**config.mk**
```make
export PLATFORM = sky130hd
export DESIGN_NAME = mul_div_unit
export DESIGN_NICKNAME = d
export VERILOG_FILES = /design/src/rtl/mul_div_unit.sv
export SDC_FILE = /design/constraint.sdc
export NUM_CORES = 1
export LEC_CHECK = 0
export CAP_MARGIN = 30
export CORE_MARGIN = 2
export CORE_UTILIZATION = 45
export CTS_BUF_LIST = sky130_fd_sc_hd__clkbuf_8 sky130_fd_sc_hd__clkbuf_16
export CTS_CLUSTER_DIAMETER = 50
export DETAILED_ROUTE_END_ITERATION = 7
export PLACE_DENSITY = 0.67
export SYNTH_ARGS = -nofsm -noshare
export SYNTH_HDL_FRONTEND = slang
export SYNTH_SLANG_ARGS = --single-unit
export TNS_END_PERCENT = 10
```
**constraint.sdc**
```tcl
create_clock -name CLK -period 3.3 [get_ports CLK]
set_input_delay 0.66 -clock CLK [delete_from_list [all_inputs] [get_ports CLK]]
set_output_delay 0.66 -clock CLK [all_outputs]
set_load 0.01 [all_outputs]
```
**src/rtl/mul_div_unit.sv**
```systemverilog
// ============================================================================
// Module   : mul_div_unit
// Purpose  : Iterative MIPS multiply/divide unit with architectural HI/LO.
// Revision : 1.0
// ============================================================================
`default_nettype none

module mul_div_unit #(
    parameter int WORD_WIDTH = 32
) (
    input  logic                  CLK,
    input  logic                  RST_n,
    input  logic                  start,
    input  logic [2:0]            op,
    input  logic [WORD_WIDTH-1:0] src_a,
    input  logic [WORD_WIDTH-1:0] src_b,
    output logic                  busy,
    output logic                  done,
    output logic [WORD_WIDTH-1:0] hi,
    output logic [WORD_WIDTH-1:0] lo
);

    localparam int W     = WORD_WIDTH;
    localparam int CNT_W = $clog2(WORD_WIDTH);

    typedef enum logic [1:0] {
        IDLE = 2'd0,
        RUN  = 2'd1,
        SIGN = 2'd2
    } state_t;

    state_t           state_q, state_d;
    logic [CNT_W-1:0] cnt_q, cnt_d;
    logic             is_signed_q, is_signed_d;
    logic             is_div_q, is_div_d;
    logic             neg_a_q, neg_a_d;
    logic             neg_b_q, neg_b_d;
    logic [W-1:0]     opnd_q, opnd_d;
    logic [2*W-1:0]   acc_q, acc_d;
    logic [W-1:0]     rem_q, rem_d;
    logic [W-1:0]     hi_q, hi_d;
    logic [W-1:0]     lo_q, lo_d;
    logic             busy_q, busy_d;
    logic             done_q, done_d;

    logic             in_neg_a, in_neg_b;
    logic [W-1:0]     mag_a, mag_b;
    logic [W:0]       mul_sum;
    logic [W:0]       div_shift;
    logic [W:0]       div_trial;
    logic [2*W-1:0]   prod_final;
    logic [W-1:0]     quo_final;
    logic [W-1:0]     rem_final;

    // Signed requests work on magnitudes; signs are reapplied in SIGN.
    assign in_neg_a = ~op[0] & src_a[W-1];
    assign in_neg_b = ~op[0] & src_b[W-1];
    assign mag_a    = in_neg_a ? -src_a : src_a;
    assign mag_b    = in_neg_b ? -src_b : src_b;

    // Multiply: multiplier sits in acc low half and shifts out LSB-first.
    assign mul_sum   = {1'b0, acc_q[2*W-1:W]} + (acc_q[0] ? {1'b0, opnd_q} : '0);
    // Divide: dividend sits in acc low half, quotient bits shift in behind it.
    assign div_shift = {rem_q, acc_q[W-1]};
    assign div_trial = div_shift - {1'b0, opnd_q};

    assign prod_final = (is_signed_q && (neg_a_q ^ neg_b_q)) ? -acc_q : acc_q;
    // A zero divisor would otherwise yield all-ones negated by the dividend sign.
    assign quo_final  = (opnd_q == '0) ? {W{1'b1}} :
                        (is_signed_q && (neg_a_q ^ neg_b_q)) ? -acc_q[W-1:0] : acc_q[W-1:0];
    assign rem_final  = (is_signed_q && neg_a_q) ? -rem_q : rem_q;

    always_comb begin
        state_d     = state_q;
        cnt_d       = cnt_q;
        is_signed_d = is_signed_q;
        is_div_d    = is_div_q;
        neg_a_d     = neg_a_q;
        neg_b_d     = neg_b_q;
        opnd_d      = opnd_q;
        acc_d       = acc_q;
        rem_d       = rem_q;
        hi_d        = hi_q;
        lo_d        = lo_q;
        busy_d      = busy_q;
        done_d      = 1'b0;

        case (state_q)
            IDLE: begin
                if (start) begin
                    case (op)
                        3'b100: hi_d = src_a;
                        3'b101: lo_d = src_a;
                        3'b000, 3'b001, 3'b010, 3'b011: begin
                            is_signed_d = ~op[0];
                            is_div_d    = op[1];
                            neg_a_d     = in_neg_a;
                            neg_b_d     = in_neg_b;
                            opnd_d      = mag_b;
                            acc_d       = {{W{1'b0}}, mag_a};
                            rem_d       = '0;
                            cnt_d       = '0;
                            busy_d      = 1'b1;
                            state_d     = RUN;
                        end
                        default: ;
                    endcase
                end
            end
            RUN: begin
                if (is_div_q) begin
                    rem_d = div_trial[W] ? div_shift[W-1:0] : div_trial[W-1:0];
                    acc_d = {acc_q[2*W-1:W], acc_q[W-2:0], ~div_trial[W]};
                end else begin
                    acc_d = {mul_sum, acc_q[W-1:1]};
                end
                cnt_d = cnt_q + CNT_W'(1);
                if (cnt_q == CNT_W'(W-1)) begin
                    state_d = SIGN;
                end
            end
            SIGN: begin
                if (is_div_q) begin
                    hi_d = rem_final;
                    lo_d = quo_final;
                end else begin
                    hi_d = prod_final[2*W-1:W];
                    lo_d = prod_final[W-1:0];
                end
                busy_d  = 1'b0;
                done_d  = 1'b1;
                state_d = IDLE;
            end
            default: state_d = IDLE;
        endcase
    end

    always_ff @(posedge CLK or negedge RST_n) begin
        if (!RST_n) begin
            state_q     <= IDLE;
            cnt_q       <= '0;
            is_signed_q <= 1'b0;
            is_div_q    <= 1'b0;
            neg_a_q     <= 1'b0;
            neg_b_q     <= 1'b0;
            opnd_q      <= '0;
            acc_q       <= '0;
            rem_q       <= '0;
            hi_q        <= '0;
            lo_q        <= '0;
            busy_q      <= 1'b0;
            done_q      <= 1'b0;
        end else begin
            state_q     <= state_d;
            cnt_q       <= cnt_d;
            is_signed_q <= is_signed_d;
            is_div_q    <= is_div_d;
            neg_a_q     <= neg_a_d;
            neg_b_q     <= neg_b_d;
            opnd_q      <= opnd_d;
            acc_q       <= acc_d;
            rem_q       <= rem_d;
            hi_q        <= hi_d;
            lo_q        <= lo_d;
            busy_q      <= busy_d;
            done_q      <= done_d;
        end
    end

    assign busy = busy_q;
    assign done = done_q;
    assign hi   = hi_q;
    assign lo   = lo_q;

endmodule

`default_nettype wire

```
==> metrics <==
worst reg2reg startpoint=acc_q[0]$_DFFE_PN0P_; Crit Reg-Reg Endpoint=acc_q[59]$_DFFE_PN0P_; area leader, netlist=dfrtp_1; setup TNS=0 ns; CTS buffer count=31; CP peak stage delay=0.41 ns; Max-Cap Viols=0; crit path cell chain=inv_2, nor2_4, ha_1, a21o_1, a21o_1, a311o_1, or3_4, o21a_4, o2111ai_4, a21oi_1, or3_1, a32o_1; gr usage total=32.1%; critical path required time=3.78 ns; final worst slack=0.0519 ns; Crit. End Element=flop; worst min path class=input pin to async pin; period utilization=98.4%; Worst-path clk slew=0.06 ns; Max Freq=308 MHz; drt initial violations=1,406; synth cell count leaders=nand2_1, o21ai_0, dfrtp_1; final slew viol count=0; Syn Nets=2,160; RSZ-0062 raised after global routing=true; cell mode on critical path=a21o_1; PD cells=1080 mW/mm²; row cnt=68; final WL=60,000 µm; Startpoint Class=flop; I/O pin cnt=136; ANT nets after route=0; register bit count reported by yosys=205; initial antenna violation count=1; placed cell area=0.0189 mm²; # fillers=3,213; Hold Slack=0.0952 ns; worst slew pin tran=1.01 ns; clk_lat worst skew=0.59 ns; number of synthesized flops with an enable pin=0; dominant synthesized flop cell=dfrtp_1; Die Footprint=0.0370 mm²; dpl hpwl=46,600 µm; Synth top area share=32.2%; outcome=finished, final reports clean; Worst Path Max Fanout=4; vias per std cell=6.05; clock root cell=clkbuf_16; H-tree levels=1; WP data arrival=3.73 ns; most common cell in the synthesized netlist=nand2_1; Final min period=3.25 ns; Place WS=-0.324 ns; Placeable Area=0.0347 mm²; share of cells above drive strength 1=13.0%; synth-to-layout area growth=26.9%; synthesized cell area=0.0160 mm²; 1st-pass router iterations=6; via count of the first global-routing pass=15.8k; PortBufs=135; power consumption=21.8 mW; fin nets=2,407; synthesized area per cell=7.90 µm²; clk buf depth=3; CP max stage cell=dfrtp_1; worst vdd ir=551 µV; GP Congestion=0.987; final clock skew=0.0293 ns; Setup Viol. Count Final=0; Placed Instances=2,685; design area=0.0202 mm²; Non-Filler Instances=2,745; critical path class=flop to flop; largest cells by area after synthesis=dfrtp_1, o21ai_0, xnor2_1; hold-fix buffers at CTS=0; Hold Vio Cnt, Final=0; Die Ht=192 µm; Synth cell types=72; CTS tree=done; Static Leakage=8.85 nW; drt drc=0; clk sink count=205; largest net degree at the start of global routing=71; Post-synth ARST share=100%; worst reg-to-reg path cell count=12; max_slew headroom=32.5%; first-pass GRT wire length=91,500 µm; register area share after synthesis=32.2%; Overflow after GRT=0; Die X=192 µm; register-to-register setup slack=0.05 ns; wire length per cell=21.8 µm; Syn Inst Count=2,018; yosys warns=0; vias=16.6k; diode count=0; Util after Layout=58.3%; initial core utilization=45.9%
==> layout make-up <==
cell class | instances | area (µm²) | share of cell area (%)
Clock inverter | 23 | 304 | 1.50
Tap cell | 455 | 569 | 2.81
Inverter | 67 | 251 | 1.24
Timing Repair Buffer | 328 | 2860 | 14.1
Multi-Input combinational cell | 1632 | 10300 | 50.8
Sequential cell | 205 | 5130 | 25.4
Clock buffer | 35 | 831 | 4.11
==> logic make-up (layout without fill, tap and decap cells) <==
logic type / after synthesis / count (layout) / share of synthesized area [%]
simple gates: 674 / 674 / 19.7
compound gates: 654 / 654 / 25.0
flops: 205 / 205 / 32.2
xor+xnor: 189 / 189 / 10.4
buf+inv: 181 / 453 / 4.29
fa+ha+maj: 72 / 72 / 5.74
mux: 43 / 43 / 2.70
==> sequential cells by signal (all words and copies together), names as in the netlist, 2 cells and up <==
signal   flops
lo          32
cnt_q        5
opnd_q      32
hi          32
rem_q       32
state_q      2
acc_q       64
==> how the worst max path moves through the flow <==
stage,startpoint,to,cells after the start
2_1_floorplan,acc_q[0]$_DFFE_PN0P_,acc_q[61]$_DFFE_PN0P_,13
3_3_place_gp,src_a[10],acc_q[22]$_DFFE_PN0P_,11
3_5_place_dp,src_a[10],acc_q[26]$_DFFE_PN0P_,11
4_1_cts,acc_q[0]$_DFFE_PN0P_,acc_q[61]$_DFFE_PN0P_,14
5_1_grt,acc_q[31]$_DFFE_PN0P_,rem_q[7]$_DFFE_PN0P_,13
6_report,acc_q[0]$_DFFE_PN0P_,acc_q[59]$_DFFE_PN0P_,12
==> metal layers <==
metal / track usage, % / up-vias / routed length [µm]
met5: 0 / - / 13
met3: 3.78 / 153 / 4450
met2: 54.6 / 750 / 28500
li1: - / 7780 / -
met4: 15.2 / 2 / 3020
met1: 40.7 / 7913 / 24000
==> cell usage in the layout (no fill, tap or decap), drive strengths merged, types with 12 or more instances in the layout <==
cell / instances
o21ai: 253
nand2: 244
dfrtp: 205
buf: 193
nor2: 179
a21oi: 147
clkdlybuf4s50: 134
xnor2: 105
xor2: 84
inv: 73
ha: 70
nor3: 48
mux2i: 43
o22ai: 41
nand3: 39
a21o: 36
clkbuf: 36
nor4: 32
o31ai: 30
or3: 29
nand2b: 21
and2: 15
a31oi: 15
o21bai: 14
o211ai: 13
o41ai: 13
or4: 13
and3: 12
a221oi: 12
a211oi: 12
==> report_power, final <==
| group | switching, mW | internal, mW | total [mW] |
|---|---|---|---|
| Combinational | 7.65 | 5.60 | 13.3 |
| Sequential | 1.31 | 3.62 | 4.93 |
| Clock | 1.34 | 2.28 | 3.62 |
==> worst max-delay path: cells and delay by family, from the launching register on <==
kind / cells / cell delay (ns)
AO/OA/AOI/OAI: 7 / 1.56
flip-flops: 1 / 0.41
adder cells (fa/ha/maj): 1 / 0.31
buffers and inverters: 1 / 0.14
AND/OR/NAND/NOR: 3 / 0.74
==> timing repair <==
action / in CTS / in global routing
endpoints found under the hold margin: 0 / 0
cloned: 0 / 0
buffers inserted: 0 / 2
resized for setup: 7 / 33
pin swaps: 1 / 3
endpoints found under the setup margin: 8 / 25
(Power assumes the default switching activity.)
==> edit, RTL diff (same settings) <==
Change the parameter `WORD_WIDTH` from 32 to 16.
--- a/src/rtl/mul_div_unit.sv
+++ b/src/rtl/mul_div_unit.sv
@@ -7,5 +7,5 @@
 
 module mul_div_unit #(
-    parameter int WORD_WIDTH = 32
+    parameter int WORD_WIDTH = 16
 ) (
     input  logic                  CLK,
Interface: changed (resized hi, lo, src_a and src_b); port bits go from 136 to 72. No check against the original RTL was run, so the function may have changed too.
==> edit against the original RTL <==
Total power is 54% lower; synthesized cell count is 50% lower; first-iteration DRC count is 52% lower; routed wire length is 59% lower; sequential power is 44% lower; synthesized area is 49% lower; core utilization is 5.4 points lower; final area is 53% lower; worst setup slack better by 260 ps; sequential cell count is 97 lower; critical endpoint is now hi[13]$_DFFE_PN0P_; highest routed layer is now met4.
==> edit: results (changes against the original RTL) <==
----------------------------------------------------
[Status]
  Result of the run ... complete, no violations

[Setup path]
  Reg2reg end ... hi[13]$_DFFE_PN0P_
  Maximum fanout along the worst path ... 6 (+2)
  Startpoint of the worst-slack reg-to-reg timing path ... acc_q[7]$_DFFE_PN0P_
  Arrival time of data at the critical path endpoint ... 3280 ps (-450 ps)
  Slowest cell on the critical path ... sky130_fd_sc_hd__or4_1
  Register-to-Register Setup Slack ... 310 ps (+260 ps)
  Critical setup path kind ... flop to flop
  Largest delay contributor family on the critical path ... simple AND/OR/NAND/NOR gates
  Maximum cell stage delay along the critical path ... 650 ps (+240 ps)

[Clock network]
  Worst skew pair latency ... 370 ps (-220 ps)
  Number of buffers created by CTS ... 9 (-71%)
  Number of buffers on the longest clock path ... 2 (-1)
  # resized after CTS ... 0 (-7)
  Clock transition at the register clock pins on the worst setup and hold paths after CTS ... 80 ps (+20 ps)
  H-tree level count ... 3 (+2)
  Number of setup buffers added after CTS ... 0 (unchanged)
  Root buf cell ... sky130_fd_sc_hd__clkbuf_16

[Detailed routing]
  Total number of vias ... 7,828 (-53%)
  1st-iter DRT viols ... 676 (-52%)
  Wire length per cell after detailed routing ... 19.20 um (-12%)
  Number of detailed-route iterations in the first pass ... 5 (-1)

[Global routing]
  Global router's overall resource usage ... 26.33% (-5.8 points)
  Number of antenna violations at the first check in global routing ... 0 (-1)
  Largest net degree at the start of global routing ... 59 (-17%)
  Global-route wire length before repair ... 40,250 um (-56%)
  Number of global-route vias before repair ... 7,296 (-54%)

[Power]
  VDD IR max ... 0.0004216 V (-23%)
  Static Leak ... 3.929 nW (-56%)

[Yosys]
  Top post-synthesis cells by area ... sky130_fd_sc_hd__dfrtp_1, sky130_fd_sc_hd__o21ai_0, sky130_fd_sc_hd__ha_1
  Number of distinct library cells after synthesis ... 70 (-2.8%)
  Ranking of synthesized cells by instance count ... sky130_fd_sc_hd__nand2_1, sky130_fd_sc_hd__dfrtp_1, sky130_fd_sc_hd__o21ai_0
  Number of enable flip-flop cells after synthesis ... 0 (unchanged)
  Portion of the post-synthesis area used by sequential elements ... 33.27% (+1.1 points)
  Cell area after synthesis ... 8123 um^2 (-49%)
  Synth warn ... 0 (unchanged)

[Layout]
  Final nets ... 1,134 (-53%)
  Fraction of final layout cells sized beyond drive strength 1 ... 5.556% (-7.5 points)
  Flip-flop count of the largest register after layout ... 32 (-50%)
  Filler instances ... 1,689 (-47%)

[Timing]
  Layout Skew ... 9.814 ps (-19.52 ps)
  Headroom to the max-slew limit ... 53.57% (+21 points)
  Tightest hold margin ... 319.3 ps (+224.1 ps)

[Worst hold path]
  Worst min-delay path class ... primary input to async pin

[Placement]
  Sum of net half-perimeters after detailed placement ... 18,930 um (-59%)
  Final weighted congestion in routability-driven placement ... 0.9580 (-2.9%)
  Port buffer count ... 71 (-47%)

----------------------------------------------------
[edit: cell count changes after synthesis, moves of 62 or more]
cell                       unedited run  this run
sky130_fd_sc_hd__dfrtp_1            205       108
sky130_fd_sc_hd__nand2_1            244       121
sky130_fd_sc_hd__a21oi_1            147        56
sky130_fd_sc_hd__nor2_1             179        70
sky130_fd_sc_hd__o21ai_0            238       104
sky130_fd_sc_hd__clkbuf_1           105        43
[edit: layout make-up]
class / instances / share of cell area (%)
Timing Repair Buffer: 99 / 10.07
Inverter: 43 / 1.710
Clock inverter: 5 / 0.3711
Sequential cell: 108 / 28.62
Multi-Input combinational cell: 796 / 53.51
Clock buffer: 11 / 2.677
Tap cell: 229 / 3.035
[edit: through the flow]
step	util (%)	instances	setup slack, ps	power (mW)	area [um^2]
after floorplan	-	1002	502.3	6.909	8123
after global placement	51.22	1274	379.9	8.764	9139
after detailed placement	51.31	1275	341.1	8.874	9154
after CTS	52.92	1291	326.2	9.960	9442
after global routing	52.92	1291	38.71	10.90	9442
final	52.92	1291	309.1	10.02	9442
[edit: where the power goes]
group,switching [mW],leakage [nW],total (mW),internal (mW)
sequential,0.798,1.34,2.77,1.97
combinational,3.43,2.44,6.17,2.74
clock,0.528,0.142,1.08,0.556
[edit: kinds of logic after synthesis]
kind of cell / Yosys count / synth area share (%)
mux: 26 / 3.219
buf+inv: 98 / 4.575
xor+xnor: 82 / 8.842
flops: 108 / 33.27
fa+ha+maj: 39 / 6.192
simple gates: 347 / 20.49
compound gates: 302 / 23.41
[edit: layer usage]
layer	wire length, um	track usage [%]	vias up
li1	-	-	3737
met1	10880	35.36	3690
met2	11220	42.11	337
met3	1732	4.641	64
met4	955	11.06	0
met5	0	0	-
